## src/rtl/riscv_dram_arbiter_if.sv

```systemverilog
// Bundle of the instruction-refill, data-refill/write-back and DRAM signals
// shared by the arbiter (slave modport) and its requesters/DRAM (master modport).
interface riscv_dram_arbiter_if #(
    parameter int ADDR_W = 32,
    parameter int DATA_W = 128
) ();
    logic              i_req;
    logic [ADDR_W-1:0] i_addr;
    logic [DATA_W-1:0] i_rdata;
    logic              i_ready;

    logic              d_rd_req;
    logic              d_wr_req;
    logic [ADDR_W-1:0] d_addr;
    logic [DATA_W-1:0] d_wdata;
    logic [DATA_W-1:0] d_rdata;
    logic              d_ready;

    logic              mem_rden;
    logic              mem_wren;
    logic [ADDR_W-1:0] mem_addr;
    logic [DATA_W-1:0] mem_wdata;
    logic [DATA_W-1:0] mem_rdata;

    modport slave (
        input  i_req, i_addr, d_rd_req, d_wr_req, d_addr, d_wdata, mem_rdata,
        output i_rdata, i_ready, d_rdata, d_ready,
        output mem_rden, mem_wren, mem_addr, mem_wdata
    );

    modport master (
        output i_req, i_addr, d_rd_req, d_wr_req, d_addr, d_wdata, mem_rdata,
        input  i_rdata, i_ready, d_rdata, d_ready,
        input  mem_rden, mem_wren, mem_addr, mem_wdata
    );
endinterface

```

## src/rtl/riscv_dram_arbiter.sv

```systemverilog
// Arbitrates I-cache refills and D-cache refills/write-backs onto one fixed-latency DRAM.
// Define RISCV_DRAM_ARB_RR_EN for round-robin between the I and D classes (default: fixed D > I).
module riscv_dram_arbiter #(
    parameter int LATENCY = 4,
    parameter int ADDR_W  = 32,
    parameter int DATA_W  = 128
) (
    input  logic                 clk,
    input  logic                 rst_n,
    riscv_dram_arbiter_if.slave  bus
);

    typedef enum logic [2:0] {
        IDLE,
        BUSY_I,
        BUSY_DR,
        BUSY_DW,
        DONE
    } state_t;

    localparam logic [3:0] CNT_LAST = 4'(LATENCY - 1);

    state_t            state_reg;
    state_t            grant_next;
    logic [3:0]        cnt_reg;
    logic              mem_rden_reg;
    logic              mem_wren_reg;
    logic [ADDR_W-1:0] mem_addr_reg;
    logic [DATA_W-1:0] mem_wdata_reg;
    logic              i_ready_reg;
    logic              d_ready_reg;
    logic [DATA_W-1:0] i_rdata_reg;
    logic [DATA_W-1:0] d_rdata_reg;
`ifdef RISCV_DRAM_ARB_RR_EN
    logic              last_grant_i_reg;
`endif

    // Winner of the next arbitration; IDLE means nothing is pending.
    always_comb begin
        grant_next = IDLE;
`ifdef RISCV_DRAM_ARB_RR_EN
        if (bus.i_req && (!(bus.d_wr_req || bus.d_rd_req) || !last_grant_i_reg))
            grant_next = BUSY_I;
        else if (bus.d_wr_req)
            grant_next = BUSY_DW;
        else if (bus.d_rd_req)
            grant_next = BUSY_DR;
`else
        if (bus.d_wr_req)
            grant_next = BUSY_DW;
        else if (bus.d_rd_req)
            grant_next = BUSY_DR;
        else if (bus.i_req)
            grant_next = BUSY_I;
`endif
    end

    always_ff @(posedge clk or negedge rst_n) begin
        if (!rst_n) begin
            state_reg     <= IDLE;
            cnt_reg       <= '0;
            mem_rden_reg  <= 1'b0;
            mem_wren_reg  <= 1'b0;
            mem_addr_reg  <= '0;
            mem_wdata_reg <= '0;
            i_ready_reg   <= 1'b0;
            d_ready_reg   <= 1'b0;
            i_rdata_reg   <= '0;
            d_rdata_reg   <= '0;
`ifdef RISCV_DRAM_ARB_RR_EN
            last_grant_i_reg <= 1'b0;
`endif
        end else begin
            unique case (state_reg)
                IDLE: begin
                    cnt_reg <= '0;
                    if (grant_next != IDLE) begin
                        state_reg    <= grant_next;
                        mem_addr_reg <= (grant_next == BUSY_I) ? bus.i_addr : bus.d_addr;
                        mem_rden_reg <= (grant_next != BUSY_DW);
                        mem_wren_reg <= (grant_next == BUSY_DW);
                        if (grant_next == BUSY_DW)
                            mem_wdata_reg <= bus.d_wdata;
`ifdef RISCV_DRAM_ARB_RR_EN
                        last_grant_i_reg <= (grant_next == BUSY_I);
`endif
                    end
                end
                BUSY_I, BUSY_DR, BUSY_DW: begin
                    cnt_reg <= cnt_reg + 4'd1;
                    // Last enabled cycle: the DRAM data is valid on this edge.
                    if (cnt_reg == CNT_LAST) begin
                        state_reg    <= DONE;
                        mem_rden_reg <= 1'b0;
                        mem_wren_reg <= 1'b0;
                        if (state_reg == BUSY_I) begin
                            i_rdata_reg <= bus.mem_rdata;
                            i_ready_reg <= 1'b1;
                        end else begin
                            if (state_reg == BUSY_DR)
                                d_rdata_reg <= bus.mem_rdata;
                            d_ready_reg <= 1'b1;
                        end
                    end
                end
                DONE: begin
                    state_reg   <= IDLE;
                    i_ready_reg <= 1'b0;
                    d_ready_reg <= 1'b0;
                end
                default: begin
                    state_reg    <= IDLE;
                    mem_rden_reg <= 1'b0;
                    mem_wren_reg <= 1'b0;
                    i_ready_reg  <= 1'b0;
                    d_ready_reg  <= 1'b0;
                end
            endcase
        end
    end

    assign bus.mem_rden  = mem_rden_reg;
    assign bus.mem_wren  = mem_wren_reg;
    assign bus.mem_addr  = mem_addr_reg;
    assign bus.mem_wdata = mem_wdata_reg;
    assign bus.i_ready   = i_ready_reg;
    assign bus.d_ready   = d_ready_reg;
    assign bus.i_rdata   = i_rdata_reg;
    assign bus.d_rdata   = d_rdata_reg;

endmodule
```

## src/flat_wrapper.sv

```systemverilog
// flat-port wrapper written by rule: the top's interface ports become plain ports
module riscv_dram_arbiter_flat 
#(
    parameter int LATENCY = 4,
    parameter int ADDR_W  = 32,
    parameter int DATA_W  = 128
)
  (clk, rst_n, bus_i_req, bus_i_addr, bus_d_rd_req, bus_d_wr_req, bus_d_addr, bus_d_wdata, bus_mem_rdata, bus_i_rdata, bus_i_ready, bus_d_rdata, bus_d_ready, bus_mem_rden, bus_mem_wren, bus_mem_addr, bus_mem_wdata);
  riscv_dram_arbiter_if #(.ADDR_W(ADDR_W), .DATA_W(DATA_W)) bus_i ();
  input  logic clk;
  input  logic rst_n;
  input wire logic [$bits(bus_i.i_req)-1:0] bus_i_req;
  input wire logic [$bits(bus_i.i_addr)-1:0] bus_i_addr;
  input wire logic [$bits(bus_i.d_rd_req)-1:0] bus_d_rd_req;
  input wire logic [$bits(bus_i.d_wr_req)-1:0] bus_d_wr_req;
  input wire logic [$bits(bus_i.d_addr)-1:0] bus_d_addr;
  input wire logic [$bits(bus_i.d_wdata)-1:0] bus_d_wdata;
  input wire logic [$bits(bus_i.mem_rdata)-1:0] bus_mem_rdata;
  output wire logic [$bits(bus_i.i_rdata)-1:0] bus_i_rdata;
  output wire logic [$bits(bus_i.i_ready)-1:0] bus_i_ready;
  output wire logic [$bits(bus_i.d_rdata)-1:0] bus_d_rdata;
  output wire logic [$bits(bus_i.d_ready)-1:0] bus_d_ready;
  output wire logic [$bits(bus_i.mem_rden)-1:0] bus_mem_rden;
  output wire logic [$bits(bus_i.mem_wren)-1:0] bus_mem_wren;
  output wire logic [$bits(bus_i.mem_addr)-1:0] bus_mem_addr;
  output wire logic [$bits(bus_i.mem_wdata)-1:0] bus_mem_wdata;
  assign bus_i.i_req = bus_i_req;
  assign bus_i.i_addr = bus_i_addr;
  assign bus_i.d_rd_req = bus_d_rd_req;
  assign bus_i.d_wr_req = bus_d_wr_req;
  assign bus_i.d_addr = bus_d_addr;
  assign bus_i.d_wdata = bus_d_wdata;
  assign bus_i.mem_rdata = bus_mem_rdata;
  assign bus_i_rdata = bus_i.i_rdata;
  assign bus_i_ready = bus_i.i_ready;
  assign bus_d_rdata = bus_i.d_rdata;
  assign bus_d_ready = bus_i.d_ready;
  assign bus_mem_rden = bus_i.mem_rden;
  assign bus_mem_wren = bus_i.mem_wren;
  assign bus_mem_addr = bus_i.mem_addr;
  assign bus_mem_wdata = bus_i.mem_wdata;
  riscv_dram_arbiter #(.LATENCY(LATENCY), .ADDR_W(ADDR_W), .DATA_W(DATA_W)) u_core (.clk(clk), .rst_n(rst_n), .bus(bus_i));
endmodule
```

## config.mk

```make
export PLATFORM = sky130hd
export DESIGN_NAME = riscv_dram_arbiter_flat
export DESIGN_NICKNAME = d
export VERILOG_FILES = /design/src/rtl/riscv_dram_arbiter_if.sv /design/src/rtl/riscv_dram_arbiter.sv /design/src/flat_wrapper.sv
export SDC_FILE = /design/constraint.sdc
export NUM_CORES = 1
export LEC_CHECK = 0
export CORE_AREA = 2 2 294 296
export CTS_BUF_LIST = sky130_fd_sc_hd__clkbuf_4 sky130_fd_sc_hd__clkbuf_8
export DETAILED_ROUTE_END_ITERATION = 7
export DIE_AREA = 0 0 296 298
export SETUP_SLACK_MARGIN = 0.5
export SKIP_CTS_REPAIR_TIMING = 1
export SLEW_MARGIN = 5
export SYNTH_ARGS = -nofsm -noshare
export SYNTH_HDL_FRONTEND = slang
export SYNTH_SLANG_ARGS = --single-unit
export TNS_END_PERCENT = 1
```

## constraint.sdc

```tcl
create_clock -name clk -period 1.7 [get_ports clk]
set_input_delay 0.17 -clock clk [delete_from_list [all_inputs] [get_ports clk]]
set_output_delay 0.17 -clock clk [all_outputs]
set_load 0.05 [all_outputs]
```

# Yosys cells after proc, flatten, opt, wreduce, memory -nomap -nowiden
# Cells that the tools add are included.
# op_classes
n_addsub	1
eq_ne	12
mux	19
bitwise_logic	3
n_reduce_logical	12
# op_table
op	n
$mux W32	1
$reduce_and A3 Y1	5
$mux W3	4
$eq A3 B2 Y1 const B	3
$mux W1	8
$pmux W4 S2	1
$eq A3 B1 Y1 const B	2
$ne A2 B1 Y1 const B	3
$pmux W1 S3	2
$pmux W3 S2	1
$add A4 B1 Y4 const B	1
$eq A4 B2 Y1 const B	1
$pmux W1 S2	2
$reduce_and A2 Y1	2
$reduce_and A4 Y1	1
$eq A3 B3 Y1 const B	1
$logic_not A3 Y1	1
$ne A3 B2 Y1 const B	1
$not A1 Y1	3
$reduce_bool A3 Y1	1
$reduce_or A3 Y1	1
$ne A2 B2 Y1 const B	1
$reduce_bool A2 Y1	1
# word_totals
regBits	427
input_bits	325
out_inout_bits	420

# Longest topological paths before layout
# depth
ltp_word	6
mapped_depth	6
ltp_nobuf	4

# Worst setup path before layout
# No wires, ideal clock.
# synth_timing
path_type	reg2reg
start	reg u_core.cnt_reg[0]
end	reg u_core.i_rdata_reg[23] (netlist: u_core.bus.i_rdata[23])
arrival_time_ps	1662
required_time_ps	1575
path_slack_ps	-86
stages_incl_launch_ff	7
n_path_buf	2
period_less_slack_ps	1786
cell_sequence	dfrtp_1 > ha_1 > nor3b_4 > nand4_1 > clkbuf_1 > buf_2 > mux2_2
# synth_via
elab_chain_len	2
# synth_rtl
element	line_no	text
start, declared	riscv_dram_arbiter.sv:25	logic [3:0] cnt_reg;
start signal, assigned	riscv_dram_arbiter.sv:90	cnt_reg <= cnt_reg + 4'd1;
$eq A4 B2 Y1	riscv_dram_arbiter.sv:92	if (cnt_reg == CNT_LAST) begin
$reduce_and A3 Y1 (no line)	n/a	
end signal, assigned	riscv_dram_arbiter.sv:97	i_rdata_reg <= bus.mem_rdata;
end, declared	riscv_dram_arbiter.sv:32	logic [DATA_W-1:0] i_rdata_reg;
# No other way between the ends.
# A chain may end at the register's enable or synchronous reset.

# Worst setup path in the final report
# layout_timing
start	reg u_core.state_reg[0]
end	reg u_core.mem_wdata_reg[108] (netlist: u_core.bus.mem_wdata[108])
# layout_via
elab_chain_len	2
# layout_rtl
element	line_no	text
start, declared	riscv_dram_arbiter.sv:23	state_t state_reg;
start signal, assigned	riscv_dram_arbiter.sv:78	state_reg <= grant_next;
$logic_not A3 Y1	riscv_dram_arbiter.sv:74	unique case (state_reg)
$reduce_and A3 Y1 (no line)	n/a	
end signal, assigned	riscv_dram_arbiter.sv:83	mem_wdata_reg <= bus.d_wdata;
end, declared	riscv_dram_arbiter.sv:29	logic [DATA_W-1:0] mem_wdata_reg;
# No other way between the ends.

==> flow_summary.toml <==
[status]
outcome = "finished with violations"
failed_checks = "negative setup slack"

[global_routing]
grt_usage_pct = 12.2
grt_first_pass_wirelength_um = 82400
grt_max_degree = 63
grt_pass1_vias = 13500
grt-ovfl-total = 0
antenna_found_initial = 3

[floorplanning]
die_h_um = 298
die_w_um = 296
fp-row-count = 107
ioPinCount = 745
coreArea_um2 = 84900
start_util_pct = 19.0
dieArea_um2 = 88200

[logic_synthesis]
syn-num-nets = 1302
synth.distinct_cells = 32
yosysTopAreaCell = "dfrtp_1"
synth_edf_count = 0
synth_ff_type = "dfrtp_1"
yosys_register_bits = 427
syn_inst = 976
synthTopCellsByCount = "427 x dfrtp_1, 318 x mux2_2, 66 x mux2_1"
syn_area_per_cell_um2 = 16.6
ys_seq_area_share_pct = 66.1
syn_area_um2 = 16200
async_flop_share_pct = 100
synth_top_area_share_pct = 66.1
synth_area_leaders = "dfrtp_1 66%, mux2_2 22%, mux2_1 4.6%, o221a_2 2.2%, buf_2 1.4%"
synth_warnings = 0
yosysMostFrequentCell = "dfrtp_1"

[clock_network]
clkLatencyLatePin_ns = 0.66
root_buffer = "clkbuf_8"
path_clk_slew_ns = 0.06
clkSinkCount = 427
htreeDepth = 3
cts_buffers = 76
cts_tree = "built"
clock_path_buffers = 3

[timing]
period_minus_slack_ns = 1.89
max_freq_mhz = 529
fin_crit_sh_pct = 111
slew_headroom_pct = 63.1
skew_ns = 0.0474
setup_viol = 376
rsz0062_at_grt = "yes"
tightest_slew_ns = 0.552
setup_ws_ns = -0.189
slew_violations = 0
finalHoldViolCount = 0

[critical_path]
critPathRequiredTime_ns = 2.23
startpoint = "u_core.state_reg[0]$_DFFE_PN0P_"
crit_path_start_kind = "flop"
cp-end-kind = "flop"
r2r-start = "u_core.state_reg[0]$_DFFE_PN0P_"
cp.arrival_ns = 2.42
cp_max_fo = 15
reg2reg_setup_slack_ns = -0.19
critical_path_class = "flop to flop"

[routing]
drt_iter0_markers = 301
vias = 12000
viasPerCell = 3.93
ant_nets = 0
post-route-drc-count = 0
wl_per_cell_um = 19.1
drt-total-wl_um = 58400
first_pass_iters = 5

[placed_design]
dpl.cell_count = 2902
hpwl_um = 42300
gp_congestion = 0.789
io_buffers = 744

[finish]
final_cells = 3056
drive_above_1_share_pct = 50.1
nets = 2181
syn_to_final_growth_pct = 73.2

[worst_hold_path]
hold_path.class = "primary input to async pin"

[run]
drv_cap = 0
[worst paths after layout]
| kind | end | cells past startpoint |
|---|---|---|
| setup / recovery | u_core.bus.mem_wdata[108]$_DFFE_PN0P_ | 6 |
| hold / removal | u_core.bus.i_rdata[34]$_DFFE_PN0P_ | 2 |
| setup reg to reg | u_core.bus.mem_wdata[108]$_DFFE_PN0P_ | 6 |
| hold reg to reg | u_core.bus.d_rdata[56]$_DFFE_PN0P_ | 1 |
| max in group asynchronous | u_core.bus.d_rdata[9]$_DFFE_PN0P_ | 4 |
| min in group clk | u_core.bus.mem_wdata[54]$_DFFE_PN0P_ | 2 |
[worst max-delay path: stages, from the launching register on]
cell,delay [ns]
dfrtp_1,0.42
buf_6,0.14
nor4b_4,0.27
buf_6,0.20
clkbuf_16,0.18
clkbuf_16,0.19
mux2_2,0.34
[logic make-up (layout without fill, tap and decap cells)]
logic type	Yosys count	in the layout	share of synthesized area, %
fa+ha+maj	1	1	0.0774
other cells	0	1	0
flops	427	427	66.1
compound gates	42	42	2.66
xor+xnor	2	2	0.108
simple gates	59	60	2.30
buf+inv	61	995	1.94
mux	384	384	26.8
[layer usage]
layer  global-route usage [%]  share of wire (%)
met5                        0              0.022
met4                     5.50                3.6
met3                     4.35                8.7
met2                     21.9                 51
met1                     12.8                 36
[stage by stage]
stage	TNS [ns]	area (µm²)	setup slack (ns)	hold slack, ns	util (%)
floorplan	-0.0520	16200	-0.00153	-0.126	-
global placement	-81.53	25200	-0.290	0.0791	29.7
detailed placement	-90.19	25200	-0.309	0.0844	29.7
CTS	-153.90	26800	-0.432	-0.680	31.5
global route	-73.72	28000	-0.265	-0.0474	33.0
finish	-41.65	28000	-0.189	0.00290	33.0
[area by class of cell]
| class | count | area [µm²] |
|---|---|---|
| diodes | 1 | 2.50 |
| clock buffers | 115 | 1430 |
| clock inverters | 19 | 158 |
| fillers | 8363 | 56900 |
| inverters | 4 | 15.0 |
| multi-input cells | 489 | 5570 |
| flip-flops and latches | 427 | 10700 |
| well taps | 1144 | 1430 |
| repair buffers | 857 | 8680 |
[cell usage in the layout (no fill, tap or decap), drive strengths merged, types with 2 or more instances in the layout]
cell	count
dfrtp	427
buf	420
mux2	384
clkdlybuf4s50	323
clkbuf	124
dlymetal6s2s	104
or3	33
o221a	32
clkinv	13
nor2	8
inv	7
nor3	5
nand4	3
nand2	3
o32ai	2
a21oi	2
o211ai	2
clkinvlp	2
Power is left out: the tool's default activity adds up to more than one toggle a clock period on the data nets, which glitch-free logic cannot reach.
